### config.mk
export PLATFORM = sky130hd
export DESIGN_NAME = uart_program_loader_flat
export DESIGN_NICKNAME = d
export VERILOG_FILES = /design/src/rtl/uart_program_loader_if.sv /design/src/rtl/uart_program_loader.sv /design/src/flat_wrapper.sv
export SDC_FILE = /design/constraint.sdc
export NUM_CORES = 1
export LEC_CHECK = 0
export CAP_MARGIN = 10
export CORE_ASPECT_RATIO = 0.75
export CORE_MARGIN = 3
export CORE_UTILIZATION = 30
export CTS_BUF_LIST = sky130_fd_sc_hd__clkbuf_16
export DETAILED_ROUTE_END_ITERATION = 8
export PLACE_DENSITY = 0.56
export SKIP_CTS_REPAIR_TIMING = 1
export SYNTH_ARGS = -nofsm -noshare
export SYNTH_HDL_FRONTEND = slang
export SYNTH_SLANG_ARGS = --single-unit
export TNS_END_PERCENT = 30
### constraint.sdc
create_clock -name clk -period 5.15 [get_ports clk]
set_clock_uncertainty 0.2 [all_clocks]
set_input_delay 0.515 -clock clk [delete_from_list [all_inputs] [get_ports clk]]
set_output_delay 0.515 -clock clk [all_outputs]
set_load 0.005 [all_outputs]
### src/rtl/uart_program_loader_if.sv
// uart_program_loader_if: UART byte stream in, flash write port and core/status outputs of the program loader
interface uart_program_loader_if #(parameter int ADDR_WIDTH = 10);
  logic [7:0] rx_data;
  logic rx_valid;
  logic flash_write_enable;
  logic [ADDR_WIDTH-1:0] flash_write_address;
  logic [31:0] flash_write_data;
  logic core_hold;
  logic busy;
  logic program_done;
  logic load_error;
  logic [ADDR_WIDTH:0] word_count;
  modport master (
    output rx_data, rx_valid,
    input flash_write_enable, flash_write_address, flash_write_data,
    input core_hold, busy, program_done, load_error, word_count
  );
  modport slave (
    input rx_data, rx_valid,
    output flash_write_enable, flash_write_address, flash_write_data,
    output core_hold, busy, program_done, load_error, word_count
  );
endinterface

### src/rtl/uart_program_loader.sv
// uart_program_loader: detects start frame on bus rx_data/rx_valid, packs LE words to bus flash_write_*, drives core_hold/busy/program_done/load_error/word_count
module uart_program_loader #(
  parameter int ADDR_WIDTH = 10,
  parameter int DEPTH = 1024,
  parameter int TIMEOUT_CYCLES = 500000
) (
  input logic clk,
  input logic reset,
  uart_program_loader_if.slave bus
);
  localparam int TW = $clog2(TIMEOUT_CYCLES + 1);
  localparam logic [31:0] FRAME = 32'h5aa50ff0;
  typedef enum logic {IDLE, LOAD} state_t;
  state_t r_state;
  logic [31:0] r_hist, r_word, r_data;
  logic [1:0] r_idx;
  logic [TW-1:0] r_to;
  logic r_we, r_hold, r_busy, r_done, r_err;
  logic [ADDR_WIDTH-1:0] r_addr;
  logic [ADDR_WIDTH:0] r_cnt;
  logic [31:0] w_hist, w_word;
  logic w_start;
  // start frame arrives MSB-first in the history; end frame packed LE gives the same constant
  assign w_hist = {r_hist[23:0], bus.rx_data};
  assign w_word = {bus.rx_data, r_word[31:8]};
  assign w_start = bus.rx_valid && w_hist == FRAME;
  always_ff @(posedge clk) begin
    if (reset) begin
      r_state <= IDLE;
      r_hist <= '0;
      r_word <= '0;
      r_data <= '0;
      r_idx <= '0;
      r_to <= '0;
      r_we <= 1'b0;
      r_hold <= 1'b0;
      r_busy <= 1'b0;
      r_done <= 1'b0;
      r_err <= 1'b0;
      r_addr <= '0;
      r_cnt <= '0;
    end else begin
      r_we <= 1'b0;
      r_done <= 1'b0;
      if (r_state == IDLE) begin
        if (bus.rx_valid) r_hist <= w_start ? '0 : w_hist;
        if (w_start) begin
          r_state <= LOAD;
          r_hold <= 1'b1;
          r_busy <= 1'b1;
          r_err <= 1'b0;
          r_cnt <= '0;
          r_idx <= '0;
          r_to <= '0;
          r_addr <= '0;
        end
      end else if (bus.rx_valid) begin
        r_to <= '0;
        r_idx <= r_idx + 2'd1;
        r_word <= w_word;
        if (r_idx == 2'd3) begin
          if (w_word == FRAME) begin
            r_state <= IDLE;
            r_hold <= 1'b0;
            r_busy <= 1'b0;
            r_done <= 1'b1;
          end else if (r_cnt < (ADDR_WIDTH + 1)'(DEPTH)) begin
            r_we <= 1'b1;
            r_addr <= r_cnt[ADDR_WIDTH-1:0];
            r_data <= w_word;
            r_cnt <= r_cnt + 1'b1;
          end else begin
            r_state <= IDLE;
            r_busy <= 1'b0;
            r_err <= 1'b1;
          end
        end
      end else if (r_to == TW'(TIMEOUT_CYCLES - 1)) begin
        r_state <= IDLE;
        r_busy <= 1'b0;
        r_err <= 1'b1;
        r_idx <= '0;
        r_to <= '0;
      end else begin
        r_to <= r_to + 1'b1;
      end
    end
  end
  assign bus.flash_write_enable = r_we;
  assign bus.flash_write_address = r_addr;
  assign bus.flash_write_data = r_data;
  assign bus.core_hold = r_hold;
  assign bus.busy = r_busy;
  assign bus.program_done = r_done;
  assign bus.load_error = r_err;
  assign bus.word_count = r_cnt;
endmodule
### src/flat_wrapper.sv
// flat-port wrapper written by rule: the top's interface ports become plain ports
module uart_program_loader_flat 
#(
  parameter int ADDR_WIDTH = 10,
  parameter int DEPTH = 1024,
  parameter int TIMEOUT_CYCLES = 500000
)
  (clk, reset, bus_rx_data, bus_rx_valid, bus_flash_write_enable, bus_flash_write_address, bus_flash_write_data, bus_core_hold, bus_busy, bus_program_done, bus_load_error, bus_word_count);
  uart_program_loader_if #(.ADDR_WIDTH(ADDR_WIDTH)) bus_i ();
  input logic clk;
  input logic reset;
  input wire logic [$bits(bus_i.rx_data)-1:0] bus_rx_data;
  input wire logic [$bits(bus_i.rx_valid)-1:0] bus_rx_valid;
  output wire logic [$bits(bus_i.flash_write_enable)-1:0] bus_flash_write_enable;
  output wire logic [$bits(bus_i.flash_write_address)-1:0] bus_flash_write_address;
  output wire logic [$bits(bus_i.flash_write_data)-1:0] bus_flash_write_data;
  output wire logic [$bits(bus_i.core_hold)-1:0] bus_core_hold;
  output wire logic [$bits(bus_i.busy)-1:0] bus_busy;
  output wire logic [$bits(bus_i.program_done)-1:0] bus_program_done;
  output wire logic [$bits(bus_i.load_error)-1:0] bus_load_error;
  output wire logic [$bits(bus_i.word_count)-1:0] bus_word_count;
  assign bus_i.rx_data = bus_rx_data;
  assign bus_i.rx_valid = bus_rx_valid;
  assign bus_flash_write_enable = bus_i.flash_write_enable;
  assign bus_flash_write_address = bus_i.flash_write_address;
  assign bus_flash_write_data = bus_i.flash_write_data;
  assign bus_core_hold = bus_i.core_hold;
  assign bus_busy = bus_i.busy;
  assign bus_program_done = bus_i.program_done;
  assign bus_load_error = bus_i.load_error;
  assign bus_word_count = bus_i.word_count;
  uart_program_loader #(.ADDR_WIDTH(ADDR_WIDTH), .DEPTH(DEPTH), .TIMEOUT_CYCLES(TIMEOUT_CYCLES)) u_core (.clk(clk), .reset(reset), .bus(bus_i));
endmodule
# After elaboration in Yosys (flattened, before gate mapping)
# Cells that the tools add are included.
# word_totals
register_bits	136
out_inout_bits	58
elab_cells	93
# classes
addsub	3
magnitude_cmp	1
eq_ne	14
muxes	47
bitwise	4
n_reduce_logical	11
# op_table
op	count
$mux W19	4
$mux W11	6
$eq A32 B31 Y1 const B	2
$mux W10	6
$mux W1	26
$mux W24	1
$add A19 B1 Y19 const B	1
$eq A19 B19 Y1 const B	1
$reduce_and A5 Y1	3
$ne A3 B3 Y1 const B	4
$add A11 B1 Y11 const B	1
$lt A11 B11 Y1 const B	1
$ne A2 B2 Y1 const B	5
$mux W2	4
$reduce_and A4 Y1	2
$reduce_and A2 Y1	3
$ne A4 B4 Y1 const B	1
$not A1 Y1	4
$reduce_or A4 Y1	1
$add A2 B1 Y2 const B	1
$eq A2 B2 Y1 const B	1
$reduce_bool A2 Y1	1
$logic_and A1 B1 Y1	1

# Longest topological paths before layout
# Gate-level depths: netlist of run 1.
# logic_depth
depth_word	6
ltp_mapped	8
ltp_nobuf	6

# Least setup slack after synthesis of run 1
# Ideal clock, no wire load.
# synth_timing
path_type	input to register
startpoint	in bus_rx_data[7]
endpoint	reg u_core.r_data[22] (netlist: u_core.bus.flash_write_data[22])
setup_ps	128
arrival_time_ps	2252
required_time_ps	4822
path_slack_ps	2570
path_stages	7
n_path_buf	2
path_cell_list	or4b_1 -> or4_4 -> o21ai_2 -> buf_6 -> buf_6 -> mux2i_1 -> nor2_1
# synth_between
elab_chain_len	3
# synth_rtl
element	line	source
start: declaration	flat_wrapper.sv:12	input wire logic [$bits(bus_i.rx_data)-1:0] bus_rx_data;
$eq A32 B31 Y1	uart_program_loader.sv:62	if (w_word == FRAME) begin
$not A1 Y1 (no source line)	--	
$reduce_and A5 Y1 (no source line)	--	
end signal: assignment	uart_program_loader.sv:70	r_data <= w_word;
end: declaration	uart_program_loader.sv:15	logic [31:0] r_hist, r_word, r_data;
# Every way passes these cells.
# A chain may end at the register's enable or synchronous reset.

# Worst setup path in the final report of run 1
# layout_timing
startpoint	in bus_rx_data[7]
endpoint	reg u_core.r_addr[0] (netlist: u_core.bus.flash_write_address[0])
# layout_between
elab_chain_len	4
# layout_rtl
element	line	source
$eq A32 B31 Y1	uart_program_loader.sv:26	assign w_start = bus.rx_valid && w_hist == FRAME;
$logic_and A1 B1 Y1	uart_program_loader.sv:26	
$reduce_bool A2 Y1 (no source line)	--	
$reduce_and A5 Y1 (no source line) (*)	--	
end signal: assignment	uart_program_loader.sv:69	r_addr <= r_cnt[ADDR_WIDTH-1:0];
end: declaration	uart_program_loader.sv:19	logic [ADDR_WIDTH-1:0] r_addr;
# Mark *: on every way between the ends. The rest lies on a longest branch, timed or not.

==> results.sh, run 1 <==
export IMPL_status="complete, no violations"
export IMPL_max_stage_delay_ns=0.58
export IMPL_critPathRequiredTime_ns=5.27
export IMPL_nNetsFinal=696
export IMPL_hold_viol_final=0
export IMPL_die_area_mm2=0.0198
export IMPL_start_util_pct=30.8
export IMPL_ys_ff_latch=128
export IMPL_nFillCells=1809
export IMPL_hold_depth=2
export IMPL_cts_sinks=128
export IMPL_final_setup_tns_ns=0
export IMPL_finalCritPeriodShare_pct=67.4
export IMPL_synth_async_reset_ratio_pct=0
export IMPL_ant_nets=0
export IMPL_rsz0062_at_grt="no"
export IMPL_cts_root_buf="clkbuf_16"
export IMPL_h_tree_depth=4
export IMPL_power_switching_mw=0.534
export IMPL_cp_start_kind="primary input"
export IMPL_drt_iter0_drc=363
export IMPL_final_cell_count_no_fill=937
export IMPL_synth_nets=643
export IMPL_finalSetupViolCount=0
export IMPL_post_route_drc_count=0
export IMPL_relSlewSlack_pct=22.7
export IMPL_comb_power_share_pct=2.4
export IMPL_die_y_um=123
export IMPL_fp_dieW_um=162
export IMPL_cts_buffers=17
export IMPL_met1_usage_pct=22.2
export IMPL_clk_pin_slew_ns=0.06
export IMPL_synthCells=629
export IMPL_grt_busiest_layer="met2"
export IMPL_grt_overflow_total=0
export IMPL_met3_usage_pct=3.85
export IMPL_gp_congestion=0.793
export IMPL_p_sw_share_pct=23.5
export IMPL_drv_cap=0
export IMPL_yosys_most_used_dff="dfxtp_1"
export IMPL_synth_edf_count=0
export IMPL_fin_crit_ns=3.47
export IMPL_yosysTopAreaCellShare_pct=47.0
export IMPL_dp_hpwl_um=10100
export IMPL_ys_warn_count=0
export IMPL_yosysUniqueCellTypes=59
export IMPL_pwr_share_clk_pct=53.6
export IMPL_synth_top_cells_by_count="dfxtp_1, nand2_1, a21oi_1"
export IMPL_synthTopCellsByArea="dfxtp_1, nand2_1, mux2i_1"
export IMPL_wl_per_cell_um=15.7
export IMPL_worstSkewPairLatency_ns=0.42
export IMPL_yosysMostFrequentCell="dfxtp_1"
export IMPL_regToRegSetupSlack_ns=1.99
export IMPL_vias=4842
export IMPL_hp_start="u_core.r_hist[16]"
export IMPL_grtUsageTotal_pct=15.2
export IMPL_power_density_mw_per_mm2=331
export IMPL_grt_pass1_vias=4560
export IMPL_max_freq_mhz=288
export IMPL_antenna_found_initial=0
export IMPL_seq_power_share_pct=44.0
export IMPL_p_int_mw=1.74
export IMPL_rows=42
export IMPL_worst_path_max_fanout=32
export IMPL_core_mm2=0.0177
export IMPL_via_per_inst=5.17
export IMPL_final_max_slew_viol_count=0
export IMPL_syn_avg_cell_area_um2=8.66
export IMPL_synth_largest_area_cell="dfxtp_1"
export IMPL_synth_seq_area_share_pct=47.0
export IMPL_cts_tree="yes"
export IMPL_grt_max_degree=72
export IMPL_drt_pass1_iterations=5
export IMPL_grt_pass1_wl_um=24300
export IMPL_r2r_start="u_core.r_word[10]"
export IMPL_r2r_end="u_core.bus.flash_write_address[0]"
export IMPL_io_buffers=68
export IMPL_p_leak_nw=2.58
export IMPL_drive_gt1_share_pct=7.48
export IMPL_grt_use_met2_pct=22.3
export IMPL_pin_count=69
export IMPL_path_cells="clkdlybuf4s50_1 -> or4b_1 -> or4_4 -> o21ai_4 -> buf_4 -> nand2_4 -> o32ai_1"
export IMPL_dp_cells=905
export IMPL_syn_to_final_growth_pct=26.3
export IMPL_criticalPathCategory="in2reg"
export IMPL_end_kind="register"
export IMPL_min_to="u_core.r_hist[16]"
export IMPL_slowest_stage="or4_4"
export IMPL_cp_data_arrival_time_ns=3.60
export IMPL_rr_worst_depth=6
export IMPL_syn_area_mm2=0.00545
export IMPL_cts_path_max_buffers=2
export IMPL_worst_pin_slew_ns=1.16
export IMPL_hold_path_class="reg2reg"
export IMPL_peakVddDrop_mv=0.135
export IMPL_diodes=0
export IMPL_routed_wl_um=14700
layout make-up:
cell class              instances  area [µm²]  area share, %
repair buffers                 73         716           10.4
inverters                      17        63.8          0.927
flip-flops and latches        128        2560           37.2
multi-input cells             445        2640           38.3
well taps                     242         303           4.40
clock buffers                  17         425           6.18
clock inverters                15         174           2.53
power by group through the flow:
stage | clock [mW] | combinational [mW] | sequential (mW)
global route | 1.29 | 0.0602 | 1.00
global placement | 0 | 0.0538 | 1.02
finish | 1.22 | 0.0547 | 1.00
floorplan | 0 | 0.0324 | 1.02
CTS | 1.25 | 0.0547 | 1.00
detailed placement | 0 | 0.0546 | 1.02
registers in the layout, indices dropped and copies added (netlist names):
| signal | flops |
|---|---|
| u_core.bus.busy | 1 |
| u_core.bus.flash_write_data | 32 |
| u_core.r_state | 1 |
| u_core.bus.core_hold | 1 |
| u_core.bus.program_done | 1 |
| u_core.r_word | 24 |
| u_core.r_idx | 2 |
| u_core.r_to | 19 |
| u_core.bus.load_error | 1 |
| u_core.bus.word_count | 11 |
| u_core.bus.flash_write_enable | 1 |
| u_core.r_hist | 24 |
| u_core.bus.flash_write_address | 10 |
critical path: cells and delay by family:
kind	cells	cell delay (ns)
AND/OR/NAND/NOR	3	1.34
buffers and inverters	2	1.01
AO/OA/AOI/OAI	2	0.70
cell usage in the layout (no fill, tap or decap), types with 6 or more instances in the layout:
cell type and instances:
a21oi_1 59, a22o_1 7, and3_1 11, buf_4 6, clkbuf_16 17, clkdlybuf4s50_1 67
dfxtp_1 128, inv_1 16, mux2i_1 33, nand2_1 115, nand3_1 28, nand4_1 15
nor2_1 45, nor3_1 12, nor4bb_1 7, o21ai_0 16, o32ai_1 6, or4_1 6
stage by stage:
step	power [mW]	area [µm²]	hold slack [ns]	utilization [%]	setup slack, ns
2_1_floorplan	1.05	5450	0.227	-	2.57
3_3_place_gp	1.08	6280	0.237	35.5	1.31
3_5_place_dp	1.08	6280	0.241	35.5	1.22
4_1_cts	2.30	6880	0.256	38.9	1.66
5_1_grt	2.35	6880	0.283	38.9	1.48
6_report	2.28	6880	0.256	38.9	1.68
routing by layer:
metal | up-vias | wire length [µm]
met2 | 138 | 6230
met5 | - | 0
li1 | 2358 | -
met1 | 2332 | 7530
met4 | 0 | 134
met3 | 14 | 819
how the worst max path moves through the flow:
stage,start,to,slack [ns]
4_1_cts,bus_rx_data[7],u_core.bus.flash_write_address[0],1.66
6_report,bus_rx_data[7],u_core.bus.flash_write_address[0],1.68
3_3_place_gp,bus_rx_data[7],u_core.bus.flash_write_address[0],1.31
3_5_place_dp,bus_rx_data[7],u_core.bus.flash_write_address[0],1.22
2_1_floorplan,bus_rx_data[7],u_core.bus.flash_write_data[22],2.57
5_1_grt,bus_rx_data[7],u_core.bus.flash_write_address[0],1.48
kinds of logic after synthesis:
family / share of synthesized area (%)
XOR/XNOR: 0.804
multiplexers: 6.06
AO/OA/AOI/OAI: 14.9
adder cells (fa/ha/maj): 0.689
AND/OR/NAND/NOR: 25.8
buffers and inverters: 4.71
flip-flops: 47.0
Power figures use the tool's default switching activity.
==> run 2: changes to the inputs <==
clock period = 3.2 ns   (was 5.15 ns; I/O delays follow)
==> results.sh, run 2 (same netlist as run 1, synthesis figures left out) <==
export IMPL_grt_use_met2_pct=20.8
export IMPL_criticalPathCategory="in2reg"
export IMPL_cp_start_kind="primary input"
export IMPL_cp_data_arrival_time_ns=2.77
export IMPL_cts_root_buf="clkbuf_16"
export IMPL_grtUsageTotal_pct=15.1
export IMPL_grt_pass1_wl_um=23600
export IMPL_path_delay_family="simple AND/OR/NAND/NOR gates"
export IMPL_drt_pass1_iterations=5
export IMPL_largest_reg_flops=32
export IMPL_antenna_found_initial=0
export IMPL_rsz0062_at_grt="no"
export IMPL_final_max_slew_viol_count=0
export IMPL_io_buffers=68
export IMPL_path_cells="clkdlybuf4s50_1 -> or4b_2 -> nor4_1 -> nand4_1 -> buf_4 -> a32oi_1 -> nor2_1"
export IMPL_clk_pin_slew_ns=0.06
export IMPL_final_setup_tns_ns=0
export IMPL_finalCritPeriodShare_pct=83.3
export IMPL_die_area_mm2=0.0198
export IMPL_power_density_mw_per_mm2=521
export IMPL_hold_path_class="in2reg"
export IMPL_relSlewSlack_pct=45.8
export IMPL_peakVddDrop_mv=0.262
export IMPL_fin_crit_ns=2.67
export IMPL_worstSkewPairLatency_ns=0.42
export IMPL_finalSetupViolCount=0
export IMPL_slowest_stage="or4b_2"
export IMPL_status="complete, no violations"
export IMPL_drt_iter0_drc=485
export IMPL_diodes=0
export IMPL_post_place_ws_ns=0.102
export IMPL_dp_hpwl_um=10200
export IMPL_h_tree_depth=4
export IMPL_final_common_cell="dfxtp_1"
export IMPL_max_freq_mhz=375
export IMPL_p_leak_nw=2.65
export IMPL_fin_ws_ns=0.534
export IMPL_hold_viol_final=0
export IMPL_crit_buf_inv=2
export IMPL_cts_sinks=128
export IMPL_grt_busiest_layer="met1"
export IMPL_cts_buffers=17
export IMPL_worst_path_max_fanout=13
export IMPL_grt_max_degree=50
export IMPL_nFillCells=1802
export IMPL_met1_usage_pct=22.2
export IMPL_final_cell_mix="dfxtp_1, nand2_1, clkdlybuf4s50_1"
export IMPL_drive_gt1_share_pct=9.15
export IMPL_critPathRequiredTime_ns=3.30
export IMPL_gp_congestion=0.870
export IMPL_vias=4831
export IMPL_met3_usage_pct=4.55
export IMPL_dpl_cell_area_mm2=0.00641
export IMPL_drv_cap=0
export IMPL_grt_pass1_vias=4453
export IMPL_worst_pin_slew_ns=0.811
export IMPL_end_kind="register"
export IMPL_core_mm2=0.0177
export IMPL_routed_wl_um=14800
export IMPL_fp_dieW_um=162
export IMPL_wl_per_cell_um=15.5
export IMPL_rows=42
export IMPL_max_stage_delay_ns=0.74
export IMPL_grt_overflow_total=0
export IMPL_postLayoutCellArea_mm2=0.00701
export IMPL_die_y_um=123
export IMPL_cts_path_max_buffers=2
export IMPL_syn_to_final_growth_pct=28.6
export IMPL_ant_nets=0
export IMPL_cts_tree="yes"
export IMPL_nNetsFinal=712
export IMPL_pin_count=69
export IMPL_via_per_inst=5.07
export IMPL_post_route_drc_count=0
export IMPL_start_util_pct=30.8
==> run 2: changes by cell type in the layout (fill, tap and decap cells not counted), sizes merged <==
cell | previous run | this run
buf | 6 | 22
bufinv | 2 | 3
inv | 24 | 19
clkinv | 5 | 7
clkinvlp | 1 | 2
==> run 2: worst paths after layout <==
| path | end | slack, ns | from | cells past startpoint |
|---|---|---|---|---|
| setup / recovery | u_core.r_to[2] | 0.53 | bus_rx_data[1] | 7 |
| hold / removal | u_core.bus.flash_write_data[27] | 0.06 | reset | 2 |
| setup reg to reg | u_core.bus.word_count[5] | 0.56 | u_core.r_word[10] | 6 |
| hold reg to reg | u_core.r_hist[16] | 0.25 | u_core.r_hist[16] | 2 |
==> run 2: routing by layer <==
layer | part of all wire [%] | vias to the layer above
met1 | 51 | 2278
met2 | 40 | 149
met5 | 0 | -
li1 | - | 2388
met4 | 1.2 | 0
met3 | 6.9 | 16
==> run 2: layout make-up <==
cell class	instances	area (µm²)	area share, %
Inverter	17	63.8	0.911
Clock buffer	17	425	6.07
Clock inverter	14	166	2.38
Timing Repair Buffer	89	848	12.1
Sequential cell	128	2560	36.6
Tap cell	242	303	4.32
Multi-Input combinational cell	445	2640	37.6
==> run 2: report_power, final <==
part           leakage (nW)  total (mW)  switching (mW)  internal (mW)
logic                  1.33      0.0975          0.0654         0.0321
registers              1.03        1.61         0.00877           1.60
clock network         0.285        1.94           0.721           1.22
total                  2.65        3.65           0.796           2.85
==> run 2: through the flow <==
stage | util, % | hold slack, ns | power, mW | instances
final | 39.6 | 0.0600 | 3.65 | 952
after detailed placement | 36.2 | 0.252 | 1.74 | 921
after floorplan | - | 0.227 | 1.70 | 629
after global routing | 39.6 | 0.0703 | 3.78 | 952
after global placement | 36.2 | 0.238 | 1.74 | 921
after CTS | 39.6 | 0.0436 | 3.68 | 952
==> run 3: changes to the inputs <==
PLACE_DENSITY = 0.58   (was 0.56)
clock period = 2.3 ns   (was 3.2 ns; I/O delays follow)
==> results.sh, run 3 (same netlist as run 1, synthesis figures left out) <==
export IMPL_status="finished with violations"
export IMPL_violations="negative setup slack"
export IMPL_wl_per_cell_um=15.3
export IMPL_final_cell_mix="dfxtp_1, nand2_1, buf_4"
export IMPL_final_util_pct=42.8
export IMPL_grt_overflow_total=0
export IMPL_fin_ws_ns=-0.103
export IMPL_h_tree_depth=4
export IMPL_critPathRequiredTime_ns=2.36
export IMPL_vias=4971
export IMPL_path_cells="or4b_1 -> or4_4 -> o21ai_4 -> buf_12 -> clkbuf_16 -> mux2i_1 -> nor2_1"
export IMPL_p_leak_nw=2.97
export IMPL_finalCritPeriodShare_pct=104
export IMPL_diodes=0
export IMPL_worst_path_max_fanout=14
export IMPL_start_util_pct=30.8
export IMPL_power_density_mw_per_mm2=673
export IMPL_drv_cap=0
export IMPL_worst_pin_slew_ns=0.922
export IMPL_cp_data_arrival_time_ns=2.47
export IMPL_slowest_stage="or4b_1"
export IMPL_dp_hpwl_um=10300
export IMPL_routed_wl_um=15400
export IMPL_ant_nets=0
export IMPL_grt_pass1_vias=4493
export IMPL_post_place_ws_ns=-0.527
export IMPL_crit_buf_inv=2
export IMPL_worstSkewPairLatency_ns=0.41
export IMPL_hold_slack_ns=0.0934
export IMPL_nNetsFinal=766
export IMPL_max_freq_mhz=416
export IMPL_cts_sinks=128
export IMPL_final_setup_tns_ns=-3.03
export IMPL_relSlewSlack_pct=38.5
export IMPL_largest_reg_flops=32
export IMPL_fin_crit_ns=2.40
export IMPL_final_max_slew_viol_count=0
export IMPL_die_area_mm2=0.0198
export IMPL_criticalPathCategory="reg2reg"
export IMPL_drt_pass1_iterations=5
export IMPL_cts_root_buf="clkbuf_16"
export IMPL_antenna_found_initial=0
export IMPL_grtUsageTotal_pct=15.5
export IMPL_hold_viol_final=0
export IMPL_nFillCells=1774
export IMPL_rsz0062_at_grt="yes"
export IMPL_die_y_um=123
export IMPL_cts_buffers=17
export IMPL_io_buffers=68
export IMPL_cts_tree="yes"
export IMPL_finalSetupViolCount=48
export IMPL_peakVddDrop_mv=0.439
export IMPL_end_kind="register"
export IMPL_gp_congestion=0.831
export IMPL_path_delay_family="simple AND/OR/NAND/NOR gates"
export IMPL_final_cell_count_no_fill=1007
export IMPL_grt_max_degree=89
export IMPL_via_per_inst=4.94
export IMPL_dp_cells=969
export IMPL_final_common_cell="dfxtp_1"
export IMPL_max_stage_delay_ns=0.51
export IMPL_post_route_drc_count=0
export IMPL_rows=42
export IMPL_pin_count=69
export IMPL_hold_path_class="in2reg"
export IMPL_drive_gt1_share_pct=18.0
export IMPL_drt_iter0_drc=489
export IMPL_cp_start_kind="register"
export IMPL_grt_pass1_wl_um=24500
export IMPL_cts_path_max_buffers=2
export IMPL_fp_dieW_um=162
export IMPL_core_mm2=0.0177
export IMPL_syn_to_final_growth_pct=39.0
export IMPL_clk_pin_slew_ns=0.06
## run 3: cell types whose count changed in the layout (fill, tap and decap cells not counted), moves of 2 or more
cell / before / now
buf_4: 21 / 68
nor4_1: 4 / 1
nor4_2: 0 / 3
buf_12: 1 / 3
buf_6: 0 / 2
clkbuf_16: 17 / 19
clkinv_1: 2 / 0
clkinv_4: 3 / 5
inv_6: 2 / 4
o21ai_2: 0 / 2
or4_1: 6 / 4
or4_4: 1 / 3
## run 3: power by group
group          total, mW  internal (mW)  switching [mW]
clock network       2.70           1.61            1.09
registers           2.24           2.23          0.0105
logic              0.152         0.0557          0.0961
## run 3: cell type report
type                    instances  area [µm²]  area share [%]
clock inverters                15         160            2.12
clock buffers                  17         425            5.62
flip-flops and latches        128        2560            33.9
multi-input cells             445        2730            36.1
repair buffers                143        1330            17.5
inverters                      17        63.8           0.843
well taps                     242         303            4.00
## run 3: per-layer routing
layer	track usage, %	routed length [µm]
met1	24.6	8350
met2	20.6	6070
met3	3.58	913
met4	3.76	74
met5	0	0
## run 3: worst paths after layout
kind	startpoint	endpoint	slack, ns	cells after the start
hold / removal	bus_rx_data[7]	u_core.bus.flash_write_data[31]	0.09	4
setup / recovery	u_core.r_word[10]	u_core.bus.flash_write_data[3]	-0.10	7
setup reg to reg	u_core.r_word[10]	u_core.bus.flash_write_data[3]	-0.10	7
hold reg to reg	u_core.r_hist[16]	u_core.r_hist[16]	0.24	2
## run 3: through the flow
step                cell area, µm²  total power [mW]
CTS                           7370              5.14
global route                  7570              5.25
global placement              6790              2.44
detailed placement            6790              2.44
finish                        7570              5.10
floorplan                     5460              2.36
## run 3: worst min-delay path, delay by kind of cell
kind	cells	cell delay (ns)
AND/OR/NAND/NOR	1	0.07
buffers and inverters	2	0.32
multiplexers	1	0.05
